--- config.mk ---
export PLATFORM = sky130hd
export DESIGN_NAME = cci_mpf_event_counter_bank
export DESIGN_NICKNAME = d
export VERILOG_FILES = /design/src/rtl/cci_mpf_event_ctr_pkg.sv /design/src/rtl/cci_mpf_event_ctr_one.sv /design/src/rtl/cci_mpf_event_counter_bank.sv
export SDC_FILE = /design/constraint.sdc
export NUM_CORES = 2
export LEC_CHECK = 0
export CAP_MARGIN = 20
export CORE_MARGIN = 4
export CORE_UTILIZATION = 40
export CTS_CLUSTER_DIAMETER = 80
export DETAILED_ROUTE_END_ITERATION = 16
export MAX_ROUTING_LAYER = met4
export SLEW_MARGIN = 20
export SYNTH_ARGS = -nofsm -noshare
export SYNTH_HDL_FRONTEND = slang
export SYNTH_HIERARCHICAL = 1
export SYNTH_SLANG_ARGS = --single-unit
--- constraint.sdc ---
create_clock -name clk -period 3.1 [get_ports clk]
set_clock_uncertainty 0.2 [all_clocks]
set_input_delay 0.62 -clock clk [delete_from_list [all_inputs] [get_ports clk]]
set_output_delay 0.62 -clock clk [all_outputs]
set_load 0.01 [all_outputs]
--- src/rtl/cci_mpf_event_ctr_pkg.sv ---
// Shared definitions for the MPF event counter bank.
//   idx_width()  : read-index width for a bank of n counters (never below 1)
//   OVF_BIT      : bit of the 64-bit read word that carries the overflow flag
//   mpf_event_e  : standard MPF event numbering shared by CSR decode and shims
package cci_mpf_event_ctr_pkg;

  localparam int unsigned OVF_BIT = 63;

  function automatic int unsigned idx_width(input int unsigned n);
    return (n > 2) ? $clog2(n) : 1;
  endfunction

  typedef enum logic [5:0] {
    EVT_VTP_4KB_HIT            = 6'd0,
    EVT_VTP_4KB_MISS           = 6'd1,
    EVT_VTP_2MB_HIT            = 6'd2,
    EVT_VTP_2MB_MISS           = 6'd3,
    EVT_VTP_PT_WALK_BUSY       = 6'd4,
    EVT_VTP_FAILED_TRANSLATION = 6'd5,
    EVT_WRO_READ_CONFLICT      = 6'd6,
    EVT_WRO_WRITE_CONFLICT     = 6'd7,
    EVT_VC_MAP_REMAP           = 6'd8,
    EVT_PWRITE                 = 6'd9
  } mpf_event_e;

  localparam int unsigned N_STD_EVENTS = 10;

endpackage

--- src/rtl/cci_mpf_event_ctr_one.sv ---
// One event counter: live accumulator, sticky overflow flag and shadow copy.
//   clk, reset_n     : clock, asynchronous active-low reset
//   inc, en          : registered increment and its enable (applied this edge)
//   clr              : zero live counter and overflow flag (wins over inc)
//   snap             : copy pre-update live value and flag into the shadow
//   shadow, shadow_ovf : snapshot seen by the MMIO read mux
module cci_mpf_event_ctr_one
  import cci_mpf_event_ctr_pkg::*;
#(
  parameter int INC_WIDTH = 1,
  parameter int CTR_WIDTH = 48,
  parameter int SATURATE  = 1
) (
  input  logic                 clk,
  input  logic                 reset_n,
  input  logic [INC_WIDTH-1:0] inc,
  input  logic                 en,
  input  logic                 clr,
  input  logic                 snap,
  output logic [CTR_WIDTH-1:0] shadow,
  output logic                 shadow_ovf
);

  logic [CTR_WIDTH-1:0] live;
  logic                 ovf;
  logic [CTR_WIDTH:0]   sum;
  logic [CTR_WIDTH-1:0] live_nxt;
  logic                 ovf_nxt;

  // Sum is one bit wider than the counter so the carry flags overflow.
  always_comb begin
    sum      = {1'b0, live} + {{(CTR_WIDTH + 1 - INC_WIDTH){1'b0}}, inc};
    live_nxt = live;
    ovf_nxt  = ovf;
    if (en) begin
      if (sum[CTR_WIDTH]) begin
        ovf_nxt  = 1'b1;
        live_nxt = (SATURATE != 0) ? '1 : sum[CTR_WIDTH-1:0];
      end else begin
        live_nxt = sum[CTR_WIDTH-1:0];
      end
    end
  end

  // Snapshot takes the value before this edge's update, so a concurrent
  // clear yields read-and-reset and a concurrent increment stays in live.
  always_ff @(posedge clk or negedge reset_n) begin
    if (!reset_n) begin
      live       <= '0;
      ovf        <= 1'b0;
      shadow     <= '0;
      shadow_ovf <= 1'b0;
    end else begin
      if (snap) begin
        shadow     <= live;
        shadow_ovf <= ovf;
      end
      if (clr) begin
        live <= '0;
        ovf  <= 1'b0;
      end else begin
        live <= live_nxt;
        ovf  <= ovf_nxt;
      end
    end
  end

endmodule

--- src/rtl/cci_mpf_event_counter_bank.sv ---
// Bank of N_EVENTS event counters with atomic snapshot, clear and MMIO read.
//   clk, reset_n   : clock, asynchronous active-low reset
//   evt_inc        : per-counter increment, slice i = counter i
//   evt_enable     : per-counter accumulate enable, sampled with evt_inc
//   snap_req       : copy all live counters into the shadows
//   clr_req        : zero all live counters and overflow flags
//   rd_req, rd_idx : read one shadow counter
//   rd_rsp_valid   : one-cycle response strobe
//   rd_rsp_data    : {ovf, zero pad, shadow}; 0 for an out-of-range index
module cci_mpf_event_counter_bank
  import cci_mpf_event_ctr_pkg::*;
#(
  parameter int N_EVENTS  = 16,
  parameter int INC_WIDTH = 1,
  parameter int CTR_WIDTH = 48,
  parameter int SATURATE  = 1
) (
  input  logic                            clk,
  input  logic                            reset_n,
  input  logic [N_EVENTS*INC_WIDTH-1:0]   evt_inc,
  input  logic [N_EVENTS-1:0]             evt_enable,
  input  logic                            snap_req,
  input  logic                            clr_req,
  input  logic                            rd_req,
  input  logic [idx_width(N_EVENTS)-1:0]  rd_idx,
  output logic                            rd_rsp_valid,
  output logic [63:0]                     rd_rsp_data
);

  logic [N_EVENTS*INC_WIDTH-1:0] e1_inc;
  logic [N_EVENTS-1:0]           e1_en;
  logic [CTR_WIDTH-1:0]          shadow [N_EVENTS];
  logic [N_EVENTS-1:0]           shadow_ovf;
  logic [63:0]                   rd_word;

  // Input stage: isolates the shim event wires from the adder timing.
  always_ff @(posedge clk or negedge reset_n) begin
    if (!reset_n) begin
      e1_inc <= '0;
      e1_en  <= '0;
    end else begin
      e1_inc <= evt_inc;
      e1_en  <= evt_enable;
    end
  end

  for (genvar i = 0; i < N_EVENTS; i++) begin : g_ctr
    cci_mpf_event_ctr_one #(
      .INC_WIDTH (INC_WIDTH),
      .CTR_WIDTH (CTR_WIDTH),
      .SATURATE  (SATURATE)
    ) u_ctr (
      .clk        (clk),
      .reset_n    (reset_n),
      .inc        (e1_inc[i*INC_WIDTH +: INC_WIDTH]),
      .en         (e1_en[i]),
      .clr        (clr_req),
      .snap       (snap_req),
      .shadow     (shadow[i]),
      .shadow_ovf (shadow_ovf[i])
    );
  end

  always_comb begin
    rd_word = '0;
    if (int'(rd_idx) < N_EVENTS) begin
      rd_word[CTR_WIDTH-1:0] = shadow[rd_idx];
      rd_word[OVF_BIT]       = shadow_ovf[rd_idx];
    end
  end

  // Response data is only loaded on a request so it holds between reads.
  always_ff @(posedge clk or negedge reset_n) begin
    if (!reset_n) begin
      rd_rsp_valid <= 1'b0;
      rd_rsp_data  <= '0;
    end else begin
      rd_rsp_valid <= rd_req;
      if (rd_req) begin
        rd_rsp_data <= rd_word;
      end
    end
  end

endmodule

Yosys cells after proc, flatten, opt, wreduce, memory -nomap -nowiden
Cells that the tools add are included.
- flip-flop bits (word level): 1650
- input bits: 41
- output and inout bits: 65
- logic and storage cells: 236
- $add $sub $neg: 16
- $lt $le $gt $ge: 2
- mux-type cells: 101
- bitwise gates (word level): 1
- reductions and logical operators: 48
- operators by type and width (operator ; count):
    $mux 48 ; 50
    $add 48x1->49 ; 16
    $bmux 48 s4 ; 1
    $reduce_bool 2->1 ; 32
    $mux 1 ; 49
    $reduce_and 2->1 ; 16
    $ge 5x5->1 const B ; 1
    $lt 4x5->1 const B ; 1
    $not 4->5 ; 1
    $bmux 1 s4 ; 1

Depth between registers and ports, before layout
- word-level depth: 4
- depth in mapped cells: 9
- depth with buffers taken out: 8

Modules after synthesis
Netlist, hierarchy kept.
- modules (own cells, without submodules) (module ; times used ; cells each ; area an instance (µm²) ; seq. area each (µm²)):
    cci_mpf_event_ctr_one (g_ctr[0].u_ctr ...) ; 15 ; 434 ; 4683.2 ; 2452.4
    cci_mpf_event_counter_bank ; 1 ; 570 ; 8906.0 ; 2052.0
    cci_mpf_event_ctr_one (g_ctr[12].u_ctr) ; 1 ; 473 ; 5172.5 ; 2452.4

Worst setup path before layout
No wires, ideal clock.
- kind: flip-flop to flip-flop
- from: reg g_ctr[12].u_ctr.live[0]
- to: reg g_ctr[12].u_ctr.live[3]
- setup time: 0.104 ns
- data arrival time: 1.913 ns
- data required time: 2.796 ns
- setup slack: 0.883 ns
- cell stages (with the launch flop): 9
- path buffers: 1
- period minus slack after synthesis: 2.217 ns
- cells stage by stage: dfrtp_1 ha_1 ha_1 nand4_2 nor4_4 and4_1 buf_6 nor2_1 a221oi_1
- word-level cells in the longest chain between the ends: 4
- RTL lines (item ; RTL line ; RTL):
    from (decl) ; cci_mpf_event_ctr_one.sv:24 ; logic [CTR_WIDTH-1:0] live;
    from (signal assigned) ; cci_mpf_event_ctr_one.sv:62 ; live <= live_nxt;
    $add 48x1->49 ; cci_mpf_event_ctr_one.sv:32 ; sum = {1'b0, live} + {{(CTR_WIDTH + 1 - INC_WIDTH){1'b0}}, inc};
    $mux 48 ; cci_mpf_event_ctr_one.sv:36 ; if (sum[CTR_WIDTH]) begin
    $mux 48 ; cci_mpf_event_ctr_one.sv:35 ; if (en) begin
    $mux 48 ; cci_mpf_event_ctr_one.sv:58 ; if (clr) begin
No other way between the ends. The select of a mux whose other input is x is not followed.
A chain may end at the register's enable or synchronous reset.

Final worst setup path
- from: reg rd_rsp_data[46]
- to: out rd_rsp_data[46]
- RTL lines (item ; RTL line ; RTL):
    from (decl) ; cci_mpf_event_counter_bank.sv:27 ; output logic [63:0] rd_rsp_data
    from (signal assigned) ; cci_mpf_event_counter_bank.sv:80 ; rd_rsp_data <= rd_word;
No word-level cell between the ends.

==> Implementation_results.wiki <==
{| class="wikitable"
! Metric !! Value
|-
| Routed length per instance || about 27 um
|-
| Power density relative to cell area || just under 500 mW/mm^2
|-
| HPWL after detailed placement || between 200,000 and 250,000 um
|-
| WP data arrival || roughly 2.2 ns
|-
| Worst-path clk slew || approximately 0.06 ns
|-
| Area inside the core boundary || 0.210 sq mm
|-
| Global route overflow || 0
|-
| Slowest cell on crit path || sky130_fd_sc_hd__clkdlybuf4s50_1
|-
| DRT met1 WL || 127,000 um
|-
| Register bit total from synthesis || about 1,700
|-
| Cell family with the largest share of critical-path delay || buffers and inverters
|-
| Vias per Instance || ~6.2
|-
| Fraction of layout cells with a size suffix above 1 || 0.252
|-
| Initial detailed-routing violation count || 7,091
|-
| Total negative slack for setup checks || 0 ns
|-
| Clock tree sinks || ~1,700
|-
| Overall Global Routing Usage || 0.274
|-
| Overall die height || 467 um
|-
| Total number of yosys warnings || 6
|-
| Peak fanout along the critical path || 2
|-
| Worst skew pair latency || around 0.85 ns
|-
| Initial core utilization || 0.402
|-
| Leakage power total || between 40 and 50 nW
|-
| Die width || between 400 and 500 um
|-
| Unrepaired setup endpoints after global routing || no
|-
| Area of the die || 0.218 sq mm
|-
| CTS Root Buffer Type || sky130_fd_sc_hd__clkbuf_16
|-
| Post-CTS setup-driven buffer insertion count || 0
|-
| Type of the tightest min-delay check || in -> reg
|-
| Data required time at the worst endpoint || ~2.3 ns
|-
| Post-synthesis simple-gate area fraction || 0.201
|-
| Max VDD drop || 0.602 mV
|-
| Gate count of the mapped netlist || about 7,600
|-
| Most frequent cells in the layout || sky130_fd_sc_hd__dfrtp_1, sky130_fd_sc_hd__mux2_2, sky130_fd_sc_hd__nor2_1
|-
| Most common cell after layout, fill and taps aside || sky130_fd_sc_hd__dfrtp_1
|-
| Xor-xnor portion of the synthesized cell area || 0.00623
|-
| Hold_ws || roughly 0.043 ns
|-
| Setup slack of the most critical reg-to-reg path || between 0.2 and 0.3 ns
|-
| Max-cap viol count || 0
|-
| Fraction of the mapped netlist area in compound gates || 0.104
|-
| Most used flip-flop cell after synthesis || sky130_fd_sc_hd__dfrtp_1
|-
| Number of vias in the routed layout || 66,500
|-
| Placer congestion estimate || between 0.9 and 1
|-
| First-pass GRT wire length || roughly 440,000 um
|-
| I/O pin total || 106
|-
| Number of placement rows || around 170
|-
| TritonCTS clock tree || yes
|-
| Critical setup path kind || reg -> out
|-
| DRT Pass-1 Iters || 7
|-
| Unique masters post-synth || 77
|-
| Fin crit period || approximately 3 ns
|-
| Critical Path Source || rd_rsp_data[46]
|-
| Input/output buffers || 90
|-
| Number of synthesized flops with an enable pin || 0
|-
| Capture endpoint of the worst hold path || e1_inc[14]
|-
| Cells along the critical path || clkdlybuf4s50_1
|-
| Outcome || complete, no violations
|-
| Worst Hold Path Cells || 1
|-
| Maximum root-to-sink buffer count || 3
|-
| Nature of the critical path startpoint || flip-flop
|-
| Worst slew pin tran || roughly 0.95 ns
|-
| Detailed-routed wire length on met2 || around 130,000 um
|-
| Pin count of the biggest net entering global routing || 112
|-
| Number of pins with negative max-slew slack in the final report || 0
|-
| RR Startpoint || g_ctr[6].u_ctr/live[32]
|-
| Total power consumption of the routed design || between 40 and 50 mW
|-
| Max incr delay on CP || between 0.7 and 0.8 ns
|-
| Post-route antenna net violation count || 0
|-
| Synth-to-Final Area Change || 14.3%
|-
| Depth of the most critical reg-to-reg path || 6
|-
| Hold wc startpoint || evt_inc[14]
|-
| Top routing layer in use || met4
|-
| Number of buffers created by CTS || roughly 190
|-
| Filler cell count in the final layout || around 19,000
|-
| Synthesized area divided by synthesized cell count || between 10 and 15 sq um
|-
| Adder-Cell Fraction of Synth Area || 0.00475
|-
| Share of the clock period used by the worst path || 0.979
|-
| Kind of end point of the critical path || primary output
|-
| Number of failing setup endpoints in the final timing report || 0
|-
| Total count of hold-check failures in the final report || 0
|-
| FFs w/ async S/R, synth || 1.00
|-
| Net count, final || around 7,900
|-
| Sequential area share after synthesis || 0.490
|-
| Bufs and invs on worst path || 1
|-
| Netlist area before placement || 0.0843 sq mm
|-
| Reg-to-Reg End || g_ctr[6].u_ctr/live[21]
|-
| Largest family of logic cells by synthesized area || simple AND/OR/NAND/NOR gates
|-
| Achievable frequency || ~330 MHz
|-
| Met3 WL || 19,700 um
|-
| H-Tree Level Count || 4
|-
| Initial antenna violation count || 6
|-
| Final Routed Wirelength || ~300,000 um
|-
| Drt drc || 0
|-
| Multiplexer fraction of the synthesized cell area || 0.163
|-
| Max-Slew Margin vs Limit || 0.366
|-
| Vias in the first global route || about 64,000
|}
[repair_timing]
item	in CTS	in global routing
hold endpoints to repair	435	0
hold buffers	19	0
resized for setup	0	0
[Yosys cell counts (117+ instances only)]
cell / instances / share of area
sky130_fd_sc_hd__and3_1: 163 / 0.012
sky130_fd_sc_hd__mux2_2: 784 / 0.10
sky130_fd_sc_hd__a31oi_1: 271 / 0.020
sky130_fd_sc_hd__mux4_2: 196 / 0.052
sky130_fd_sc_hd__nor2_1: 767 / 0.034
sky130_fd_sc_hd__a21oi_1: 281 / 0.017
sky130_fd_sc_hd__clkbuf_1: 181 / 0.0081
sky130_fd_sc_hd__dfrtp_1: 1650 / 0.49
sky130_fd_sc_hd__a211oi_1: 174 / 0.015
sky130_fd_sc_hd__a311oi_1: 143 / 0.015
sky130_fd_sc_hd__nor4_1: 174 / 0.013
sky130_fd_sc_hd__inv_1: 117 / 0.0052
sky130_fd_sc_hd__nand3_1: 343 / 0.020
sky130_fd_sc_hd__nor3_1: 480 / 0.028
sky130_fd_sc_hd__nand2_1: 289 / 0.013
sky130_fd_sc_hd__nand4_1: 197 / 0.015
[kinds of logic (layout without fill, tap and decap cells)]
kind of cell	Yosys count	in the layout
simple gates	2996	2996
flops	1650	1650
compound gates	1257	1257
mux	1029	1029
buf+inv	528	899
xor+xnor	60	60
fa+ha+maj	32	32
other cells	1	22
[routing by layer]
metal / vias up / track usage
met5: - / -
met4: 0 / 0.130
met3: 489 / 0.0426
met2: 2618 / 0.401
met1: 34000 / 0.373
li1: 29400 / -
[how the worst max path moves through the flow]
stage                                     to  depth (start not counted)
global route        g_ctr[15].u_ctr/live[19]                          7
CTS                          rd_rsp_data[46]                          1
global placement             rd_rsp_data[42]                          6
detailed placement           rd_rsp_data[42]                          6
floorplan            g_ctr[12].u_ctr/live[3]                          8
finish                       rd_rsp_data[46]                          1
[flip-flops by register name, indices dropped and copies added (netlist names)]
| name | count |
|---|---|
| e1_en | 16 |
| g_ctr.u_ctr/shadow | 768 |
| e1_inc | 16 |
| g_ctr.u_ctr/shadow_ovf | 16 |
| rd_rsp_valid | 1 |
| g_ctr.u_ctr/live | 768 |
| rd_rsp_data | 49 |
| g_ctr.u_ctr/ovf | 16 |
[layout make-up]
cell class              count  area (sq um)  area share
clock inverters            76           966      0.0100
flip-flops and latches   1650         41300       0.428
well taps                2805          3510      0.0364
diodes                      7          17.5    0.000182
clock buffers             260          5400      0.0561
inverters                 118           443     0.00459
repair buffers            445          4300      0.0446
multi-input cells        5389         40500       0.420
[report_power, final]
group	switching, mW	total, mW	internal, mW	leakage [nW]
clock	9.53	23.1	13.5	3.12
combinational	1.63	2.58	0.952	14.7
sequential	0.354	22.1	21.7	22.8
total	11.5	47.7	36.2	40.6
[metrics by stage]
| step | instance area, sq um | setup WS, ns | utilization | cells |
|---|---|---|---|---|
| after floorplan | 84400 | 0.883 | - | 7567 |
| final | 96400 | 0.0652 | 0.460 | 10800 |
| after CTS | 96400 | 0.0308 | 0.460 | 10700 |
| after detailed placement | 89800 | 0.0692 | 0.429 | 10400 |
| after global placement | 89800 | 0.0925 | 0.429 | 10400 |
| after global routing | 96400 | 0.0418 | 0.460 | 10700 |
No activity file was read; power rests on OpenSTA's default activity.
